<file path="config.mk">
export PLATFORM = sky130hd
export DESIGN_NAME = serial_subtractor
export DESIGN_NICKNAME = d
export VERILOG_FILES = /design/src/rtl/serial_subtractor_pkg.sv /design/src/rtl/serial_subtractor_cell.sv /design/src/rtl/serial_subtractor.sv
export SDC_FILE = /design/constraint.sdc
export NUM_CORES = 1
export LEC_CHECK = 0
export CAP_MARGIN = 0
export CELL_PAD_IN_SITES_DETAIL_PLACEMENT = 2
export CELL_PAD_IN_SITES_GLOBAL_PLACEMENT = 2
export CORE_ASPECT_RATIO = 0.8
export CORE_MARGIN = 4
export CORE_UTILIZATION = 34
export CTS_BUF_LIST = sky130_fd_sc_hd__clkbuf_8 sky130_fd_sc_hd__clkbuf_16
export CTS_CLUSTER_SIZE = 25
export DETAILED_ROUTE_END_ITERATION = 6
export PLACE_DENSITY = 0.78
export SYNTH_ARGS = -nofsm -noshare
export SYNTH_HDL_FRONTEND = slang
export SYNTH_SLANG_ARGS = --single-unit
</file>
<file path="constraint.sdc">
create_clock -name clk -period 2.1 [get_ports clk]
set_input_delay 0.42 -clock clk [delete_from_list [all_inputs] [get_ports clk]]
set_output_delay 0.42 -clock clk [all_outputs]
set_load 0.01 [all_outputs]
</file>
<file path="src/rtl/serial_subtractor_pkg.sv">
// serial_subtractor_pkg: shared FSM encoding and default width for the serial arithmetic units
package serial_subtractor_pkg;
  localparam int SER_WIDTH = 8;
  typedef enum logic [1:0] {IDLE = 2'd0, SHIFT = 2'd1, DONE = 2'd2} state_t;
endpackage

</file>
<file path="src/rtl/serial_subtractor_cell.sv">
// carrylookaheadsub: 1-bit full subtractor cell, purely combinational
module carrylookaheadsub (
  output logic out,
  output logic Bout,
  input  logic A,
  input  logic B,
  input  logic Bin
);
  assign out  = A ^ B ^ Bin;
  assign Bout = (~A & B) | (~(A ^ B) & Bin);
endmodule

</file>
<file path="src/rtl/serial_subtractor.sv">
// serial_subtractor: bit-serial a - b, LSB first, one bit per clock through a single borrow cell
module serial_subtractor
  import serial_subtractor_pkg::*;
#(
  parameter int WIDTH = SER_WIDTH,
  localparam int CNT_W = $clog2(WIDTH + 1)
) (
  input  logic             clk,
  input  logic             rst,
  input  logic             start,
  input  logic [WIDTH-1:0] a,
  input  logic [WIDTH-1:0] b,
  output logic             busy,
  output logic             done,
  output logic [WIDTH-1:0] diff,
  output logic             borrow_out,
  output logic             zero
);
  state_t state, nxt;
  logic [WIDTH-1:0] a_sh, b_sh, res, res_nx;
  logic [CNT_W-1:0] cnt;
  logic brw, d, bo, last;
  carrylookaheadsub u_cell (.out(d), .Bout(bo), .A(a_sh[0]), .B(b_sh[0]), .Bin(brw));
  assign res_nx = {d, res[WIDTH-1:1]};
  assign last   = cnt == CNT_W'(WIDTH - 1);
  assign busy   = state == SHIFT || state == DONE;
  assign done   = state == DONE;
  // DONE and the unused encoding both fall back to IDLE
  always_comb begin
    nxt = IDLE;
    case (state)
      IDLE:    nxt = start ? SHIFT : IDLE;
      SHIFT:   nxt = last ? DONE : SHIFT;
      default: nxt = IDLE;
    endcase
  end
  always_ff @(posedge clk or posedge rst) begin
    if (rst) begin
      state      <= IDLE;
      a_sh       <= '0;
      b_sh       <= '0;
      res        <= '0;
      brw        <= 1'b0;
      cnt        <= '0;
      diff       <= '0;
      borrow_out <= 1'b0;
      zero       <= 1'b0;
    end else begin
      state <= nxt;
      if (state == IDLE && start) begin
        a_sh <= a;
        b_sh <= b;
        res  <= '0;
        brw  <= 1'b0;
        cnt  <= '0;
      end else if (state == SHIFT) begin
        res  <= res_nx;
        a_sh <= a_sh >> 1;
        b_sh <= b_sh >> 1;
        brw  <= bo;
        cnt  <= cnt + CNT_W'(1);
        if (last) begin
          diff       <= res_nx;
          borrow_out <= bo;
          zero       <= ~|res_nx;
        end
      end
    end
  end
endmodule

</file>
==> summary by stage <==
Synth
Yosys attributes the largest share of cell area to sky130_fd_sc_hd__dfrtp_1 (55%), sky130_fd_sc_hd__mux2i_1 (12%), sky130_fd_sc_hd__o21ai_0 (5.0%). The area share of the largest cell type after synthesis is 0.554. The count of mapped cells out of synthesis is 155. The sequential-to-total area share from yosys stat is 0.554. After synthesis, the share of flip-flops with an asynchronous set or reset is 1.00. The post-synthesis area per instance is 11.7 µm². The netlist area before placement is around 0.0018 mm². The number of synthesis warnings is 0. The most used flip-flop cell after synthesis is sky130_fd_sc_hd__dfrtp_1. By count the netlist is led by sky130_fd_sc_hd__dfrtp_1 (40), sky130_fd_sc_hd__mux2i_1 (22), sky130_fd_sc_hd__nand2_1 (18), sky130_fd_sc_hd__o21ai_0 (18), sky130_fd_sc_hd__nor2_1 (12). The most area-hungry cell type in the Yosys netlist is sky130_fd_sc_hd__dfrtp_1. The synthesized design contains 0 enable-type register cells. When the netlist entered floorplanning its net count stood at ~180.

In the post-synthesis netlist, the cell with the most instances is sky130_fd_sc_hd__dfrtp_1. The count of state elements after synthesis is 40. Counting distinct cell types in the post-synthesis netlist gives 24.

Global routing
In the global route stage, met2 resource usage came out at 0.247. Entering global routing, the biggest net connects 41 pins. The first global-routing pass estimated 7.18 mm of wire. The number of antenna violations at the first check in global routing is 0. In the global route stage, met1 resource usage came out at 0.186. For this run the aggregate overflow at the end of global routing stands at 0.

In this run the most used layer during global routing was met2. The all-layer global routing usage is 0.147. In the global route stage, met3 resource usage came out at 0.0350. The via count of the first global-routing pass is 1416.

Finish
The net count reported at finish is 212. The number of diodes added for antenna fixing is 0. The relative area change from synthesis to final layout is 25.3%. The fraction of final layout cells with drive strength greater than 1 is 0.116.

Critical path
The critical path is of the register to output port type. At the worst endpoint, the required time is ~1.7 ns. The maximum net fanout on the critical path is 2. STA classifies the critical path endpoint as an output port. The worst setup path is launched from a register. At the worst endpoint, the arrival time is around 1.5 ns.

Flow run
The number of max-cap violations is 0.

Floorplan
The total number of placement rows is 23. Measured along the x axis, the die boundary spans 89.5 µm. The floorplan step defined a core boundary enclosing approximately 0.005 mm². The chip height is approximately 73 µm. The die area is between 0.006 and 0.007 mm². For this configuration, the core starts out at a cell density of 0.357.

31 I/O pins were placed.

CTS
After clock tree synthesis, the clock-pin slew on the worst setup and hold paths is 0.07 ns. TritonCTS built the clock tree. For the worst-skew pair, the clock arrives at the later sink with an insertion delay of roughly 0.29 ns. The CTS buffer count is 5. The clock tree synthesis step divided the H-tree into 2 levels. In this run, post-CTS repair resized a total of 0 instances.

Clock tree synthesis selected as its root buffer the cell sky130_fd_sc_hd__clkbuf_8. The buffer depth of the longest clock path is 2. The total setup buffers inserted after CTS is 0.

Hold repair after CTS inserted 0 buffers. For this design, the sink count on the clock tree is 40.

Detailed routing
The routed layout has 1245 vias. The pre-antenna-repair detailed-routing pass consisted of 2 iterations. The via density per instance is 4.96. For this block, the initial DRC count from the detailed router was 52. For this run, design rule violations remaining after detail routing come to 0. The count of nets left with antenna violations once routing finished came out at 0. In the final routed layout, each cell accounts on average for approximately 17 µm.

For this block, the routed nets add up to 4.33 mm of wire.

Timing
The post-route setup TNS is 0 ns. Derived from the worst setup path, the maximum achievable clock frequency is 517 MHz. The final period utilization is 0.921. Setup repair after global routing left no endpoint under its margin.

The headroom to the max-slew limit is 0.660. The measured slew at the worst slew-check pin is 0.510 ns. The post-route minimum period is between 1.5 and 2 ns. The tightest hold path in the finished design has a slack of roughly 0.52 ns.

The hold violation total from the final report is 0. The clock tree skew after final layout is 0.00533 ns. The max-slew violation total from the final report was 0. The setup violation total in the final timing report is 0.

Placed design
The congestion estimate from routability-driven global placement came to ~0.7. During placement, the flow inserted port buffers numbering 30. The estimated wirelength of the detail-placed design is 3.15 mm.

Run status
The run finished with clean final reports.

Power and ir drop
The total power consumption of the routed design is 3.19 mW. The total leakage power is about 1.1 nW. The worst supply voltage drop on vdd is 0.586 mV.

Dividing total power by cell area gives a power density of 1410 mW/mm².

Worst hold path
The kind of path behind the tightest hold check is register to register.
## flip-flops by register name, summed over array words and instances, names as in the netlist
| signal | count |
|---|---|
| a_sh | 8 |
| cnt | 4 |
| state | 2 |
| borrow_out | 1 |
| res | 7 |
| b_sh | 8 |
| brw | 1 |
| zero | 1 |
| diff | 8 |
## worst max-delay path, cell delays in order, from the launching register on
cell and delay (ns):
sky130_fd_sc_hd__dfrtp_1 0.37, sky130_fd_sc_hd__inv_1 0.07, sky130_fd_sc_hd__ha_1 0.27, sky130_fd_sc_hd__clkdlybuf4s50_1 0.53
## worst paths after layout
| kind | from | end | slack [ns] | cells after the start |
|---|---|---|---|---|
| min | diff[0] | diff[0] | 0.52 | 1 |
| max in group asynchronous | rst | borrow_out | 1.18 | 3 |
| max reg2reg | state[1] | diff[2] | 0.43 | 5 |
| max | state[1] | busy | 0.17 | 3 |
| min in group asynchronous | rst | a_sh[7] | 0.57 | 3 |
| min reg2reg | diff[0] | diff[0] | 0.52 | 1 |
## where the power goes
group	internal (mW)	total (mW)	switching [mW]
clock network	0.258	0.510	0.252
logic	0.672	1.34	0.665
registers	1.10	1.34	0.241
## metrics by stage
stage	area, µm²	setup WS (ns)	cells	utilization
after CTS	2260	0.132	251	0.447
after floorplan	1810	0.614	155	-
after global placement	2170	0.361	243	0.429
final	2260	0.165	251	0.447
after detailed placement	2170	0.328	243	0.429
after global routing	2260	0.0834	251	0.447
## layer usage
metal,routed length (µm),part of all wire,up-vias
met1,1860,0.43,634
met5,0,0,-
met3,176,0.041,7
met4,45,0.010,0
met2,2240,0.52,22
li1,-,-,582
## logic make-up after synthesis
| kind of cell | synth area share |
|---|---|
| flip-flops | 0.554 |
| adder cells (fa/ha/maj) | 0.0388 |
| multiplexers | 0.172 |
| XOR/XNOR | 0.0145 |
| buffers and inverters | 0.0436 |
| AO/OA/AOI/OAI | 0.0664 |
| AND/OR/NAND/NOR | 0.111 |
## final cells by class
cell class,instances,area (µm²)
fillers,528,2800
flip-flops and latches,40,1000
multi-input cells,99,728
repair buffers,36,345
clock buffers,6,82.6
well taps,62,77.6
inverters,6,22.5
clock inverters,2,7.51
## placed cells by master, fill, tap and decap left out
cell,instances
sky130_fd_sc_hd__nor2_1,12
sky130_fd_sc_hd__buf_4,6
sky130_fd_sc_hd__nor2_8,1
sky130_fd_sc_hd__xnor2_1,1
sky130_fd_sc_hd__a21o_1,1
sky130_fd_sc_hd__clkbuf_8,6
sky130_fd_sc_hd__xor2_1,2
sky130_fd_sc_hd__fa_1,1
sky130_fd_sc_hd__inv_1,8
sky130_fd_sc_hd__clkdlybuf4s50_1,30
sky130_fd_sc_hd__nand4b_4,1
sky130_fd_sc_hd__nor4_1,2
sky130_fd_sc_hd__a211oi_1,1
sky130_fd_sc_hd__and2_1,1
sky130_fd_sc_hd__mux2_2,8
sky130_fd_sc_hd__o21ai_0,18
sky130_fd_sc_hd__nand2b_1,2
sky130_fd_sc_hd__o31ai_1,2
sky130_fd_sc_hd__nand4_1,1
sky130_fd_sc_hd__mux2i_1,22
sky130_fd_sc_hd__dfrtp_1,40
sky130_fd_sc_hd__nand2_1,18
sky130_fd_sc_hd__nand3b_1,1
sky130_fd_sc_hd__ha_1,4
(Power assumes the default switching activity.)
